$ cat config.mk
export PLATFORM = sky130hd
export DESIGN_NAME = sd_dat_block_receiver
export DESIGN_NICKNAME = d
export VERILOG_FILES = /design/src/rtl/sd_dat_block_receiver.sv
export SDC_FILE = /design/constraint.sdc
export NUM_CORES = 1
export LEC_CHECK = 0
export CAP_MARGIN = 5
export CELL_PAD_IN_SITES_DETAIL_PLACEMENT = 1
export CELL_PAD_IN_SITES_GLOBAL_PLACEMENT = 2
export CORE_MARGIN = 2
export CORE_UTILIZATION = 35
export DETAILED_ROUTE_END_ITERATION = 7
export PLACE_DENSITY_LB_ADDON = 0.1
export SYNTH_ARGS = -nofsm -noshare
export SYNTH_HDL_FRONTEND = slang
export SYNTH_SLANG_ARGS = --single-unit
$ cat constraint.sdc
create_clock -name ex_clk_i -period 3.2 [get_ports ex_clk_i]
set_input_delay 0.64 -clock ex_clk_i [delete_from_list [all_inputs] [get_ports ex_clk_i]]
set_output_delay 0.64 -clock ex_clk_i [all_outputs]
set_load 0.01 [all_outputs]
$ cat src/rtl/sd_dat_block_receiver.sv
// sd_dat_block_receiver
//
// Receives one or more data blocks from a 1- or 4-lane SD DAT bus. It assembles
// bytes, checks the end bits and, optionally, the CRC16 of each lane, and detects
// start-bit timeouts. It hands the received bytes to the host side through a
// valid/ready interface. All DAT sampling happens only on ex_clk edges where
// sd_clk_en_i is high ("ticks").
//
// Optional feature (build macro SD_DAT_CRC_CHECK_EN):
//   defined   - per-lane CRC16 generators (x^16+x^12+x^5+1, init 0) are built, and
//               the 16 CRC ticks are compared against them.
//   undefined - no CRC logic is built. The CRC ticks are consumed and discarded,
//               crc_err_lane_o is tied to 0, and crc_err_o reports end-bit errors only.
//
// Ports:
//   ex_clk_i        system clock
//   ex_resetn_i     asynchronous active-low reset
//   sd_clk_en_i     one-cycle strobe at each SD sampling point
//   start_i         begin a transfer (sampled only while idle)
//   wide_bus_i      1 = 4-lane mode (forced to 1-lane when DAT_WIDTH=1), latched on start
//   block_count_i   blocks to receive, latched on start; 0 behaves as 1
//   sd_dat_in_i     DAT pins
//   byte_out_o      received byte
//   byte_valid_o    byte_out_o holds an unconsumed byte
//   byte_ready_i    consumer accepts byte_out_o when valid and ready are both high
//   busy_o          transfer in progress
//   block_done_o    one-cycle pulse after each block's end bit
//   done_o          one-cycle pulse when the transfer terminates
//   crc_err_o       sticky CRC or end-bit error
//   crc_err_lane_o  sticky per-lane CRC error
//   timeout_err_o   sticky start-bit timeout
//   overrun_err_o   sticky; a byte completed while the previous one was unconsumed
module sd_dat_block_receiver #(
    parameter int unsigned DAT_WIDTH     = 4,
    parameter int unsigned BLOCK_BYTES   = 512,
    parameter int unsigned TIMEOUT_TICKS = 65535
) (
    input  logic                 ex_clk_i,
    input  logic                 ex_resetn_i,
    input  logic                 sd_clk_en_i,
    input  logic                 start_i,
    input  logic                 wide_bus_i,
    input  logic [15:0]          block_count_i,
    input  logic [DAT_WIDTH-1:0] sd_dat_in_i,
    output logic [7:0]           byte_out_o,
    output logic                 byte_valid_o,
    input  logic                 byte_ready_i,
    output logic                 busy_o,
    output logic                 block_done_o,
    output logic                 done_o,
    output logic                 crc_err_o,
    output logic [DAT_WIDTH-1:0] crc_err_lane_o,
    output logic                 timeout_err_o,
    output logic                 overrun_err_o
);

    localparam int unsigned TmoW  = $clog2(TIMEOUT_TICKS + 1);
    localparam int unsigned ByteW = (BLOCK_BYTES > 1) ? $clog2(BLOCK_BYTES) : 1;

    typedef enum logic [2:0] {
        StIdle,
        StWaitStart,
        StData,
        StCrc,
        StEnd,
        StFinish
    } state_e;

    state_e            state_q, state_d;
    logic              wide_q, wide_d;
    logic [15:0]       blk_q, blk_d;
    logic [TmoW-1:0]   tmo_q, tmo_d, tmo_inc;
    logic [2:0]        bit_q, bit_d;
    logic [ByteW-1:0]  byte_cnt_q, byte_cnt_d;
    logic [7:0]        shift_q, shift_d;
    logic [3:0]        crc_cnt_q, crc_cnt_d;
    logic [7:0]        byte_out_q, byte_out_d;
    logic              byte_valid_q, byte_valid_d;
    logic              block_done_q, block_done_d;
    logic              crc_err_q, crc_err_d;
    logic              tmo_err_q, tmo_err_d;
    logic              ovr_err_q, ovr_err_d;
    logic              new_byte, last_bit, hs;
    logic [3:0]        dat4, active;

    // Normalise the pins to four lanes; unused lanes read 0 and are masked anyway.
    if (DAT_WIDTH == 4) begin : g_dat_wide
        assign dat4 = sd_dat_in_i;
    end else begin : g_dat_narrow
        assign dat4 = {3'b000, sd_dat_in_i[0]};
    end

    assign active  = wide_q ? 4'hF : 4'h1;
    assign tmo_inc = tmo_q + 1'b1;
    assign hs      = byte_valid_q & byte_ready_i;

`ifdef SD_DAT_CRC_CHECK_EN
    logic                 crc_clear, crc_feed, crc_shift;
    logic [3:0]           crc_msb, mismatch;
    logic [DAT_WIDTH-1:0] lane_err_q, lane_err_d;

    for (genvar n = 0; n < 4; n++) begin : g_crc
        logic [15:0] crc_q, crc_d;

        always_comb begin
            crc_d = crc_q;
            if (crc_clear) begin
                crc_d = '0;
            end else if (crc_feed && active[n]) begin
                crc_d = {crc_q[14:0], 1'b0} ^ ((crc_q[15] ^ dat4[n]) ? 16'h1021 : 16'h0000);
            end else if (crc_shift) begin
                // Shift the expected CRC out MSB first while comparing.
                crc_d = {crc_q[14:0], 1'b0};
            end
        end

        always_ff @(posedge ex_clk_i or negedge ex_resetn_i) begin
            if (!ex_resetn_i) begin
                crc_q <= '0;
            end else begin
                crc_q <= crc_d;
            end
        end

        assign crc_msb[n] = crc_q[15];
    end

    assign mismatch       = (dat4 ^ crc_msb) & active;
    assign crc_err_lane_o = lane_err_q;
`else
    assign crc_err_lane_o = '0;
`endif

    always_comb begin
        state_d      = state_q;
        wide_d       = wide_q;
        blk_d        = blk_q;
        tmo_d        = tmo_q;
        bit_d        = bit_q;
        byte_cnt_d   = byte_cnt_q;
        shift_d      = shift_q;
        crc_cnt_d    = crc_cnt_q;
        byte_out_d   = byte_out_q;
        byte_valid_d = byte_valid_q;
        block_done_d = 1'b0;
        crc_err_d    = crc_err_q;
        tmo_err_d    = tmo_err_q;
        ovr_err_d    = ovr_err_q;
        new_byte     = 1'b0;
        last_bit     = 1'b0;
`ifdef SD_DAT_CRC_CHECK_EN
        crc_clear    = 1'b0;
        crc_feed     = 1'b0;
        crc_shift    = 1'b0;
        lane_err_d   = lane_err_q;
`endif

        unique case (state_q)
            StIdle: begin
                if (start_i) begin
                    state_d    = StWaitStart;
                    wide_d     = wide_bus_i && (DAT_WIDTH == 4);
                    blk_d      = (block_count_i == 16'd0) ? 16'd1 : block_count_i;
                    tmo_d      = '0;
                    bit_d      = '0;
                    byte_cnt_d = '0;
                    crc_cnt_d  = '0;
                    crc_err_d  = 1'b0;
                    tmo_err_d  = 1'b0;
                    ovr_err_d  = 1'b0;
`ifdef SD_DAT_CRC_CHECK_EN
                    crc_clear  = 1'b1;
                    lane_err_d = '0;
`endif
                end
            end

            StWaitStart: begin
                if (sd_clk_en_i) begin
                    if ((dat4 & active) == 4'h0) begin
                        state_d = StData;
                        tmo_d   = '0;
                    end else if (tmo_inc == TmoW'(TIMEOUT_TICKS)) begin
                        tmo_d     = tmo_inc;
                        tmo_err_d = 1'b1;
                        state_d   = StFinish;
                    end else begin
                        tmo_d = tmo_inc;
                    end
                end
            end

            StData: begin
                if (sd_clk_en_i) begin
`ifdef SD_DAT_CRC_CHECK_EN
                    crc_feed = 1'b1;
`endif
                    if (wide_q) begin
                        shift_d  = {shift_q[3:0], dat4};
                        last_bit = bit_q[0];
                    end else begin
                        shift_d  = {shift_q[6:0], dat4[0]};
                        last_bit = (bit_q == 3'd7);
                    end
                    if (last_bit) begin
                        bit_d    = '0;
                        new_byte = 1'b1;
                        if (byte_cnt_q == ByteW'(BLOCK_BYTES - 1)) begin
                            byte_cnt_d = '0;
                            crc_cnt_d  = '0;
                            state_d    = StCrc;
                        end else begin
                            byte_cnt_d = byte_cnt_q + 1'b1;
                        end
                    end else begin
                        bit_d = bit_q + 3'd1;
                    end
                end
            end

            StCrc: begin
                if (sd_clk_en_i) begin
`ifdef SD_DAT_CRC_CHECK_EN
                    crc_shift  = 1'b1;
                    lane_err_d = lane_err_q | mismatch[DAT_WIDTH-1:0];
                    if (mismatch != 4'h0) begin
                        crc_err_d = 1'b1;
                    end
`endif
                    crc_cnt_d = crc_cnt_q + 4'd1;
                    if (crc_cnt_q == 4'd15) begin
                        state_d = StEnd;
                    end
                end
            end

            StEnd: begin
                if (sd_clk_en_i) begin
                    block_done_d = 1'b1;
                    if ((~dat4 & active) != 4'h0) begin
                        crc_err_d = 1'b1;
                    end
                    // The error decision includes an end-bit error seen on this very tick.
                    if (crc_err_d || (blk_q == 16'd1)) begin
                        state_d = StFinish;
                    end else begin
                        blk_d   = blk_q - 16'd1;
                        tmo_d   = '0;
                        state_d = StWaitStart;
`ifdef SD_DAT_CRC_CHECK_EN
                        crc_clear = 1'b1;
`endif
                    end
                end
            end

            StFinish: begin
                state_d = StIdle;
            end

            default: begin
                state_d = StIdle;
            end
        endcase

        // A handshake in the same cycle as a new byte frees the slot, so no overrun.
        if (new_byte) begin
            byte_out_d   = shift_d;
            byte_valid_d = 1'b1;
            if (byte_valid_q && !hs) begin
                ovr_err_d = 1'b1;
            end
        end else if (hs) begin
            byte_valid_d = 1'b0;
        end
    end

    always_ff @(posedge ex_clk_i or negedge ex_resetn_i) begin
        if (!ex_resetn_i) begin
            state_q      <= StIdle;
            wide_q       <= 1'b0;
            blk_q        <= '0;
            tmo_q        <= '0;
            bit_q        <= '0;
            byte_cnt_q   <= '0;
            shift_q      <= '0;
            crc_cnt_q    <= '0;
            byte_out_q   <= '0;
            byte_valid_q <= 1'b0;
            block_done_q <= 1'b0;
            crc_err_q    <= 1'b0;
            tmo_err_q    <= 1'b0;
            ovr_err_q    <= 1'b0;
        end else begin
            state_q      <= state_d;
            wide_q       <= wide_d;
            blk_q        <= blk_d;
            tmo_q        <= tmo_d;
            bit_q        <= bit_d;
            byte_cnt_q   <= byte_cnt_d;
            shift_q      <= shift_d;
            crc_cnt_q    <= crc_cnt_d;
            byte_out_q   <= byte_out_d;
            byte_valid_q <= byte_valid_d;
            block_done_q <= block_done_d;
            crc_err_q    <= crc_err_d;
            tmo_err_q    <= tmo_err_d;
            ovr_err_q    <= ovr_err_d;
        end
    end

`ifdef SD_DAT_CRC_CHECK_EN
    always_ff @(posedge ex_clk_i or negedge ex_resetn_i) begin
        if (!ex_resetn_i) begin
            lane_err_q <= '0;
        end else begin
            lane_err_q <= lane_err_d;
        end
    end
`endif

    assign byte_out_o    = byte_out_q;
    assign byte_valid_o  = byte_valid_q;
    assign busy_o        = (state_q != StIdle);
    assign done_o        = (state_q == StFinish);
    assign block_done_o  = block_done_q;
    assign crc_err_o     = crc_err_q;
    assign timeout_err_o = tmo_err_q;
    assign overrun_err_o = ovr_err_q;

endmodule

== After elaboration in Yosys (flattened, before gate mapping) ==
Cells that the tools add are included.

* Add/sub/neg operators: 5
* Eq/ne operators: 22
* Mux-type cells: 66
* Bitwise gates (word level): 4
* Reduce and logical (&&, ||, !) cells: 23

{| class="wikitable"
|+ Operators by type and width
! operator !! count
|-
| two-way mux 16 bit || 9
|-
| case mux 16 bit (3 select lines) || 1
|-
| two-way mux 3 bit || 14
|-
| two-way mux 9 bit || 4
|-
| case mux 16 bit (2 select lines) || 1
|-
| two-way mux 4 bit || 6
|-
| two-way mux 8 bit || 3
|-
| two-way mux 1 bit || 22
|-
| != test 2 bit (second input constant) || 11
|-
| case mux 9 bit (2 select lines) || 1
|-
| adder 16 x 1 -> 16 bit (second input constant) || 1
|-
| == test 16 x 1 -> 1 bit (second input constant) || 1
|-
| == test 16 bit (second input constant) || 1
|-
| zero test 16 bit || 1
|-
| subtractor 16 x 1 -> 16 bit (second input constant) || 1
|-
| case mux 3 bit (5 select lines) || 1
|-
| case mux 4 bit (3 select lines) || 1
|-
| AND reduction 5 bit || 2
|-
| adder 9 x 1 -> 9 bit (second input constant) || 1
|-
| == test 3 bit (second input constant) || 3
|-
| == test 9 bit (second input constant) || 1
|-
| AND reduction 9 bit || 1
|-
| nonzero test 3 bit || 3
|-
| AND 4 bit || 2
|-
| 21 further kinds || 28
|}

* Register bits: 73
* Bits of input ports: 26
* Logic and storage cells: 134

== Longest topological paths before layout ==
Gate-level depths: netlist of run 1.

* Depth after elaboration: 10
* Mapped depth: 10
* Mapped depth without buffers: 10

== Least setup slack after synthesis of run 1 ==
OpenSTA, ideal clock, no wires.

* Path kind: flip-flop to flip-flop
* Start point: reg byte_cnt_q[0]
* End point: reg byte_cnt_q[7]
* Library setup time: 0.095 ns
* Arrival time: 2.263 ns
* Data required time: 3.105 ns
* Slack: 0.842 ns
* Stages on the path, launching flop included: 11
* Path buffers: 2
* Clock period less this slack: 2.358 ns
* Cells stage by stage: dfrtp_1 > ha_1 > and3_1 > and3_1 > and3_1 > ha_1 > nand2b_1 > clkbuf_1 > or2_2 > clkbuf_1 > o31ai_1

* Longest elaborated chain between the ends: 5

{| class="wikitable"
|+ RTL lines
! element !! RTL line !! text
|-
| start, declared || 74 || <nowiki>logic [ByteW-1:0] byte_cnt_q, byte_cnt_d;</nowiki>
|-
| start signal, assigned || 300 || <nowiki>byte_cnt_q <= byte_cnt_d;</nowiki>
|-
| adder 9 x 1 -> 9 bit or == test 9 bit (tied branches) || 213, 208 ||
|-
| two-way mux 9 bit (*) || 208 || <nowiki>if (byte_cnt_q == ByteW'(BLOCK_BYTES - 1)) begin</nowiki>
|-
| two-way mux 9 bit (*) || 205 || <nowiki>if (last_bit) begin</nowiki>
|-
| two-way mux 9 bit (*) || 194 || <nowiki>if (sd_clk_en_i) begin</nowiki>
|-
| case mux 9 bit (2 select lines) (*) || 158 || <nowiki>unique case (state_q)</nowiki>
|}

Every way passes the cells marked *; elsewhere a longest branch is shown, timed or not. The select of a mux whose other input is x is not followed.
A chain may end at the register's enable or synchronous reset.

== Final worst setup path of run 1 ==
Ends and elaborated chain as after synthesis.

==> summary.md, run 1 <==
| Metric | Value |
|---|---|
| Max rail drop VDD | `about 240 uV` |
| Pwr per Cell Area | `approximately 750 nW/um^2` |
| Top Usage Layer GRT | `met2` |
| WP data arrival | `between 2 and 3 ns` |
| DR WL/cell | `17.67 um` |
| Port Buf Inserts | `40` |
| Asr flop ratio synth | `100.0%` |
| Ports | `45` |
| Antenna Cells | `0` |
| Setup TNS Final | `0 ns` |
| Gates resized, CTS repair | `0` |
| DRT antenna net count | `0` |
| First-pass GRT wire length | `approximately 20 mm` |
| Vias in the first global route | `approximately 3900` |
| FF-to-FF Start | `byte_cnt_q[0]` |
| Critical path required time | `3.43 ns` |
| Tot Pwr | `3788 uW` |
| Vias after detailed routing | `3830` |
| Outcome | `completed` |
| Pin count of the biggest net entering global routing | `73` |
| Met3 global-route usage | `2.763%` |
| Cell chosen for the clock root | `clkbuf_16` |
| Syn Area/Cell | `8.727 um^2` |
| Post-synth EDFFs | `0` |
| Routed Wire Length | `about 12 mm` |
| Ys flop type | `dfrtp_1` |
| Post-CTS setup buffers | `0` |
| Type of origin of the critical path | `flip-flop` |
| Worst setup EP type | `flip-flop` |
| Sequential element share of the synthesized area | `between 40% and 50%` |
| Max H-tree Level | `3` |
| Max-cap violations | `0` |
| Net count reported at finish | `551` |
| DR vias/cell | `5.734` |
| Initial Utilization | `35.46%` |
| Mapped Area | `4224 um^2` |
| Total grt overflow | `0` |
| Layout cells sized above 1 | `under 10%` |
| Tcrit/Tclk final | `82.97%` |
| Setup Skew | `0.008103 ns` |
| Synth-to-layout area growth | `19.40%` |
| Clock slew at reported path FFs | `0.06 ns` |
| Netlist cell types | `just under 60` |
| Static leakage | `0.002055 uW` |
| Row cnt | `40` |
| F_max | `between 0.3 and 0.4 GHz` |
| # setup viols final | `0` |
| Hold_buf cts | `0` |
| Synthesized flop and latch total | `between 70 and 80` |
| GRT Util Overall | `19.17%` |
| Initial antenna violation count | `0` |
| TritonCTS clock tree | `built` |
| Chip width | `113.9 um` |
| Remaining DRCs | `0` |
| Yosys warning total | `0` |
| Core ar. | `around 12000 um^2` |
| Slew @ Worst Pin | `around 0.94 ns` |
| Skew-Pair Late Insertion Delay | `0.34 ns` |
| Total die area | `12960 um^2` |
| Met1 Usage GRT | `between 20% and 30%` |
| Mapped Cells | `484` |
| TritonCTS Buffers | `9` |
| Hold Fails Final Rpt | `0` |
| WS Path Type | `reg2reg` |
| Worst Path Max Fanout | `10` |
| Met2 usage | `30.26%` |
| Max Slew Vio Count | `0` |
| RSZ-0062 raised after global routing | `no` |
| Slew HR | `37.14%` |
| Tmin final | `2.655 ns` |
| Post-detail-place hpwl | `8.235 mm` |
| Hold Crit Class | `in2async` |
| Sink Count | `between 70 and 80` |
| Die height | `113.9 um` |
| Crit path from | `byte_cnt_q[0]` |
| DRT Pass-1 Iters | `4` |
| DRT iter0 DRCs | `between 200 and 250` |
| GP Congestion | `a little under 0.8` |
| Clock tree buffer depth | `2` |
-- cell families after synthesis --
| family | synth area share (%) |
|---|---|
| other | 0.08878 |
| multiplexers | 3.703 |
| flip-flops | 42.65 |
| adder cells (fa/ha/maj) | 2.666 |
| buffers and inverters | 5.154 |
| XOR/XNOR | 0.6222 |
| AND/OR/NAND/NOR | 22.28 |
| AO/OA/AOI/OAI | 22.84 |
-- synthesized netlist by cell type, types with 4 or more instances --
cell       instances  area share [%]
nand4_1            8             1.2
o31ai_1            8             1.4
ha_1               9             2.7
o22ai_1            4            0.59
mux2i_1           10             2.4
dfrtp_1           72              43
o21ai_0           35             4.1
nand2b_1           6            0.89
o211ai_1           6             1.1
mux2_2             5             1.3
nor3b_1            6             1.1
a22o_1             5             1.0
o2bb2ai_1         10             2.1
nand3_1           22             2.6
a21oi_1           34             4.0
and3_1            10             1.5
nor3_1            16             1.9
buf_4              5            0.89
nand2_1           41             3.6
nor2_1            37             3.3
inv_1             19             1.7
a31oi_1           15             2.2
a21o_1             5            0.89
clkbuf_1          23             2.0
nor4_1             9             1.3
a22oi_1            6             1.1
-- through the flow --
stage | instance area, um^2 | instances | utilization (%) | hold WS (ns) | setup slack, ns
finish | 5044 | 668 | 42.34 | 0.4454 | 0.5449
global route | 5044 | 668 | 42.34 | 0.5152 | 0.3923
floorplan | 4235 | 487 | - | 0.3444 | 0.8418
global placement | 4758 | 652 | 39.95 | 0.4615 | 0.4613
CTS | 5044 | 668 | 42.34 | 0.4807 | 0.5438
detailed placement | 4758 | 652 | 39.95 | 0.4907 | 0.4306
-- area by class of cell --
type | instances | area (um^2)
Sequential cell | 72 | 1802
Fill cell | 1403 | 6868
Clock inverter | 4 | 28.78
Clock buffer | 12 | 256.5
Multi-Input combinational cell | 363 | 2221
Tap cell | 147 | 183.9
Timing Repair Buffer | 51 | 480.5
Inverter | 19 | 71.32
-- power breakdown --
group          internal (uW)  switching [uW]  total (uW)
logic                    616             707        1320
clock network            568             410         977
registers               1160             325        1490
-- state kept, by name (all words and copies together) (netlist names) --
signal         flops
bit_q              3
blk_q             16
block_done_o       1
byte_cnt_q         9
byte_out_o         8
byte_valid_o       1
crc_cnt_q          4
crc_err_o          1
overrun_err_o      1
shift_q            7
state_q            3
timeout_err_o      1
tmo_q             16
wide_q             1
-- placed cells by master (no fill, tap or decap), types with 4 or more instances in the layout --
master | Yosys | layout
a21o_1 | 5 | 5
a21oi_1 | 34 | 34
a22o_1 | 5 | 5
a22oi_1 | 6 | 6
a31oi_1 | 15 | 15
and3_1 | 10 | 10
buf_4 | 5 | 12
clkbuf_16 | 0 | 9
clkdlybuf4s50_1 | 0 | 39
conb_1 | 1 | 4
dfrtp_1 | 72 | 72
ha_1 | 9 | 9
inv_1 | 19 | 19
mux2_2 | 5 | 5
mux2i_1 | 10 | 10
nand2_1 | 41 | 41
nand2b_1 | 6 | 6
nand3_1 | 22 | 22
nand4_1 | 8 | 8
nor2_1 | 37 | 37
nor3_1 | 16 | 16
nor3b_1 | 6 | 5
nor4_1 | 9 | 9
o211ai_1 | 6 | 6
o21ai_0 | 35 | 35
o22ai_1 | 4 | 4
o2bb2ai_1 | 10 | 10
o31ai_1 | 8 | 8
-- worst max-delay path: stages, from the launching register on --
cell and delay [ns]:
dfrtp_1 0.42, ha_1 0.25, and3_1 0.22, and3_1 0.23
and3_1 0.19, ha_1 0.21, nand2b_1 0.33, or2_2 0.44
o31ai_1 0.26
-- final timing paths --
kind                       slack, ns  cells past startpoint       endpoint
setup / recovery                0.54                      8  byte_cnt_q[7]
hold / removal                  0.45                      1      tmo_q[14]
setup reg to reg                0.54                      8  byte_cnt_q[7]
hold reg to reg                 0.50                      1  byte_cnt_q[3]
min in group ex_clk_i           0.50                      1  byte_cnt_q[3]
max in group asynchronous       2.15                      1       blk_q[3]
-- metal layers --
layer,vias up,routed length [um]
li1,1853,-
met1,1917,5936
met2,49,5402
met3,11,290
met4,0,174
met5,-,0
(Power assumes the default switching activity.)
==> run 2: changes to the inputs <==
Clock period 3.2 ns to 2.8 ns, I/O delays scaled along.
==> run 2 against run 1 <==
Compared with the run above: register-to-register slack lost 0.19 ns; cell count increased by 1.0%; largest power group unchanged; worst hold slack got worse by 0.26 ns; cell area rose by 2.2%; via count up 0.10%; worst setup slack got worse by 0.19 ns; clock power increased by 30%.
==> summary.md, run 2 (synthesis gave the netlist of run 1 again) <==
| Metric | Value |
|---|---|
| DRT antenna net count | `0 (unchanged)` |
| Worst setup EP type | `flip-flop (unchanged)` |
| Gates resized, CTS repair | `0 (unchanged)` |
| Placed Instances | `659 (was 652)` |
| WP data arrival | `2.65 ns (was 2.89 ns)` |
| Tot Pwr | `4525 uW (was 3788 uW)` |
| Max incr delay on CP | `0.41 ns (was 0.44 ns)` |
| Hold_buf cts | `0 (unchanged)` |
| Reg-to-reg endpoint | `crc_cnt_q[1] (was byte_cnt_q[7])` |
| Chip width | `113.9 um (unchanged)` |
| Post-CTS setup buffers | `0 (unchanged)` |
| Clock slew at reported path FFs | `0.06 ns (about the same)` |
| First-pass GRT wire length | `19.95 mm (was 19.71 mm)` |
| Fin worst setup slack | `0.3524 ns (was 0.5449 ns)` |
| Outcome | `completed (unchanged)` |
| Row cnt | `40 (unchanged)` |
| GRT Util Overall | `19.29% (was 19.17%)` |
| Slowest CP cell | `dfrtp_1 (was or2_2)` |
| GP Congestion | `0.7686 (was 0.7881)` |
| # setup viols final | `0 (unchanged)` |
| TritonCTS clock tree | `built (unchanged)` |
| Routed Wire Length | `11.73 mm (was 11.80 mm)` |
| Synth-to-layout area growth | `22.07% (was 19.40%)` |
| Largest regs | `blk_q: 16 flops, tmo_q: 16 flops, byte_cnt_q: 9 flops (unchanged)` |
| Max H-tree Level | `3 (unchanged)` |
| DR WL/cell | `17.38 um (was 17.67 um)` |
| DRT iter0 DRCs | `174 (was 206)` |
| Max-cap violations | `0 (unchanged)` |
| Hold slack | `0.1845 ns (was 0.4454 ns)` |
| Static leakage | `0.002120 uW (was 0.002055 uW)` |
| Total grt overflow | `0 (unchanged)` |
| Sink Count | `72 (unchanged)` |
| Ports | `45 (unchanged)` |
| Slew @ Worst Pin | `0.5575 ns (was 0.9429 ns)` |
| Cell chosen for the clock root | `clkbuf_16 (unchanged)` |
| Die height | `113.9 um (unchanged)` |
| Non-filler cells, final | `675 (was 668)` |
| Core ar. | `11910 um^2 (unchanged)` |
| Setup Skew | `0.004804 ns (was 0.008103 ns)` |
| Reg-to-reg slack, setup | `0.35 ns (was 0.54 ns)` |
| F_max | `0.4086 GHz (was 0.3766 GHz)` |
| Max Slew Vio Count | `0 (unchanged)` |
| Initial Utilization | `35.46% (unchanged)` |
| Hold Fails Final Rpt | `0 (unchanged)` |
| Vias in the first global route | `3931 (was 3894)` |
| Slew HR | `62.49% (was 37.14%)` |
| Reg2Reg Depth | `10 (was 8)` |
| WS Path Type | `reg2reg (unchanged)` |
| Port Buf Inserts | `40 (unchanged)` |
| CP cell instances | `ha_1 > and3_1 > and3_1 > and3_1 > ha_1 > mux2_2 > a22oi_1 > nor3_1 > nand4_1 > o21ai_0 (was ha_1 > and3_1 > and3_1 > and3_1 > ha_1 > nand2b_1 > or2_2 > o31ai_1)` |
| Vias after detailed routing | `3834 (was 3830)` |
| DR vias/cell | `5.680 (was 5.734)` |
| Antenna Cells | `0 (unchanged)` |
| Post-detail-place hpwl | `8.318 mm (was 8.235 mm)` |
| Worst Path Max Fanout | `5 (was 10)` |
| Remaining DRCs | `0 (unchanged)` |
| Total die area | `12960 um^2 (unchanged)` |
| Setup TNS Final | `0 ns (unchanged)` |
| Max rail drop VDD | `386.9 uV (was 243.8 uV)` |
| Cell mode on critical path | `and3_1 (unchanged)` |
| RSZ-0062 raised after global routing | `no (unchanged)` |
| FF-to-FF Start | `byte_cnt_q[0] (unchanged)` |
| Most common cell after layout, fill and taps aside | `dfrtp_1 (unchanged)` |
| TritonCTS Buffers | `9 (unchanged)` |
| Skew-Pair Late Insertion Delay | `0.34 ns (about the same)` |
| Filler cells | `1420 (was 1403)` |
| Clock tree buffer depth | `2 (unchanged)` |
| Most frequent cells in the layout | `dfrtp_1 (72), nand2_1 (41), clkdlybuf4s50_1 (39) (unchanged)` |
| Tmin final | `2.448 ns (was 2.655 ns)` |
| Hold Crit Class | `in2async (unchanged)` |
| Type of origin of the critical path | `flip-flop (unchanged)` |
| Pin count of the biggest net entering global routing | `39 (was 73)` |
| Pwr per Cell Area | `877.6 nW/um^2 (was 751.0 nW/um^2)` |
| DP Worst Slack | `0.09682 ns (was 0.4306 ns)` |
| Tcrit/Tclk final | `87.41% (was 82.97%)` |
| Net count reported at finish | `558 (was 551)` |
| DRT Pass-1 Iters | `4 (unchanged)` |
| Initial antenna violation count | `0 (unchanged)` |
| Layout cells sized above 1 | `9.091% (was 7.678%)` |
| Critical path required time | `3.00 ns (was 3.43 ns)` |
-- run 2: cell count changes in the layout (fill, tap and decap cells not counted) --
cell	delta
buf_12	+2
buf_4	+5
bufinv_16	+2
clkbuf_1	-1
clkbuf_8	-2
clkinv_2	+1
clkinvlp_4	-1
inv_6	+1
-- run 2: how the worst max path moves through the flow --
stage,from,to
after floorplan,byte_cnt_q[0],byte_cnt_q[7]
after detailed placement,sd_dat_in_i[3],tmo_q[12]
final,byte_cnt_q[0],crc_cnt_q[1]
after global placement,sd_dat_in_i[1],tmo_q[3]
after global routing,byte_cnt_q[0],crc_cnt_q[1]
after CTS,byte_cnt_q[0],crc_cnt_q[2]
-- run 2: critical path: cells and delay by family (launching register included) --
kind	cells	cell delay (ns)
fa+ha+maj	2	0.44
simple gates	5	0.87
mux	1	0.26
flops	1	0.41
compound gates	2	0.33
-- run 2: routing by layer --
layer,up-vias,global-route usage (%),routed length [um]
li1,1863,-,-
met1,1876,27.08,5755
met2,81,30.10,5344
met3,14,2.710,408
met4,0,7.724,223
met5,-,0,0
-- run 2: final cells by class --
cell class	count	area, um^2	area share, %
clock buffers	9	225.2	4.368
clock inverters	7	95.09	1.844
multi-input cells	363	2221	43.07
flip-flops and latches	72	1802	34.94
inverters	19	71.32	1.383
repair buffers	58	558.0	10.82
well taps	147	183.9	3.567
-- run 2: power breakdown --
| group | switching [uW] | internal, uW | total, uW |
|---|---|---|---|
| Clock | 487 | 782 | 1270 |
| Sequential | 331 | 1330 | 1660 |
| Combinational | 857 | 739 | 1600 |
| Total | 1680 | 2850 | 4530 |
-- run 2: metrics by stage --
step / utilization [%] / area [um^2]
6_report: 43.29 / 5156
3_3_place_gp: 40.60 / 4836
2_1_floorplan: - / 4235
4_1_cts: 43.29 / 5156
3_5_place_dp: 40.60 / 4836
5_1_grt: 43.29 / 5156
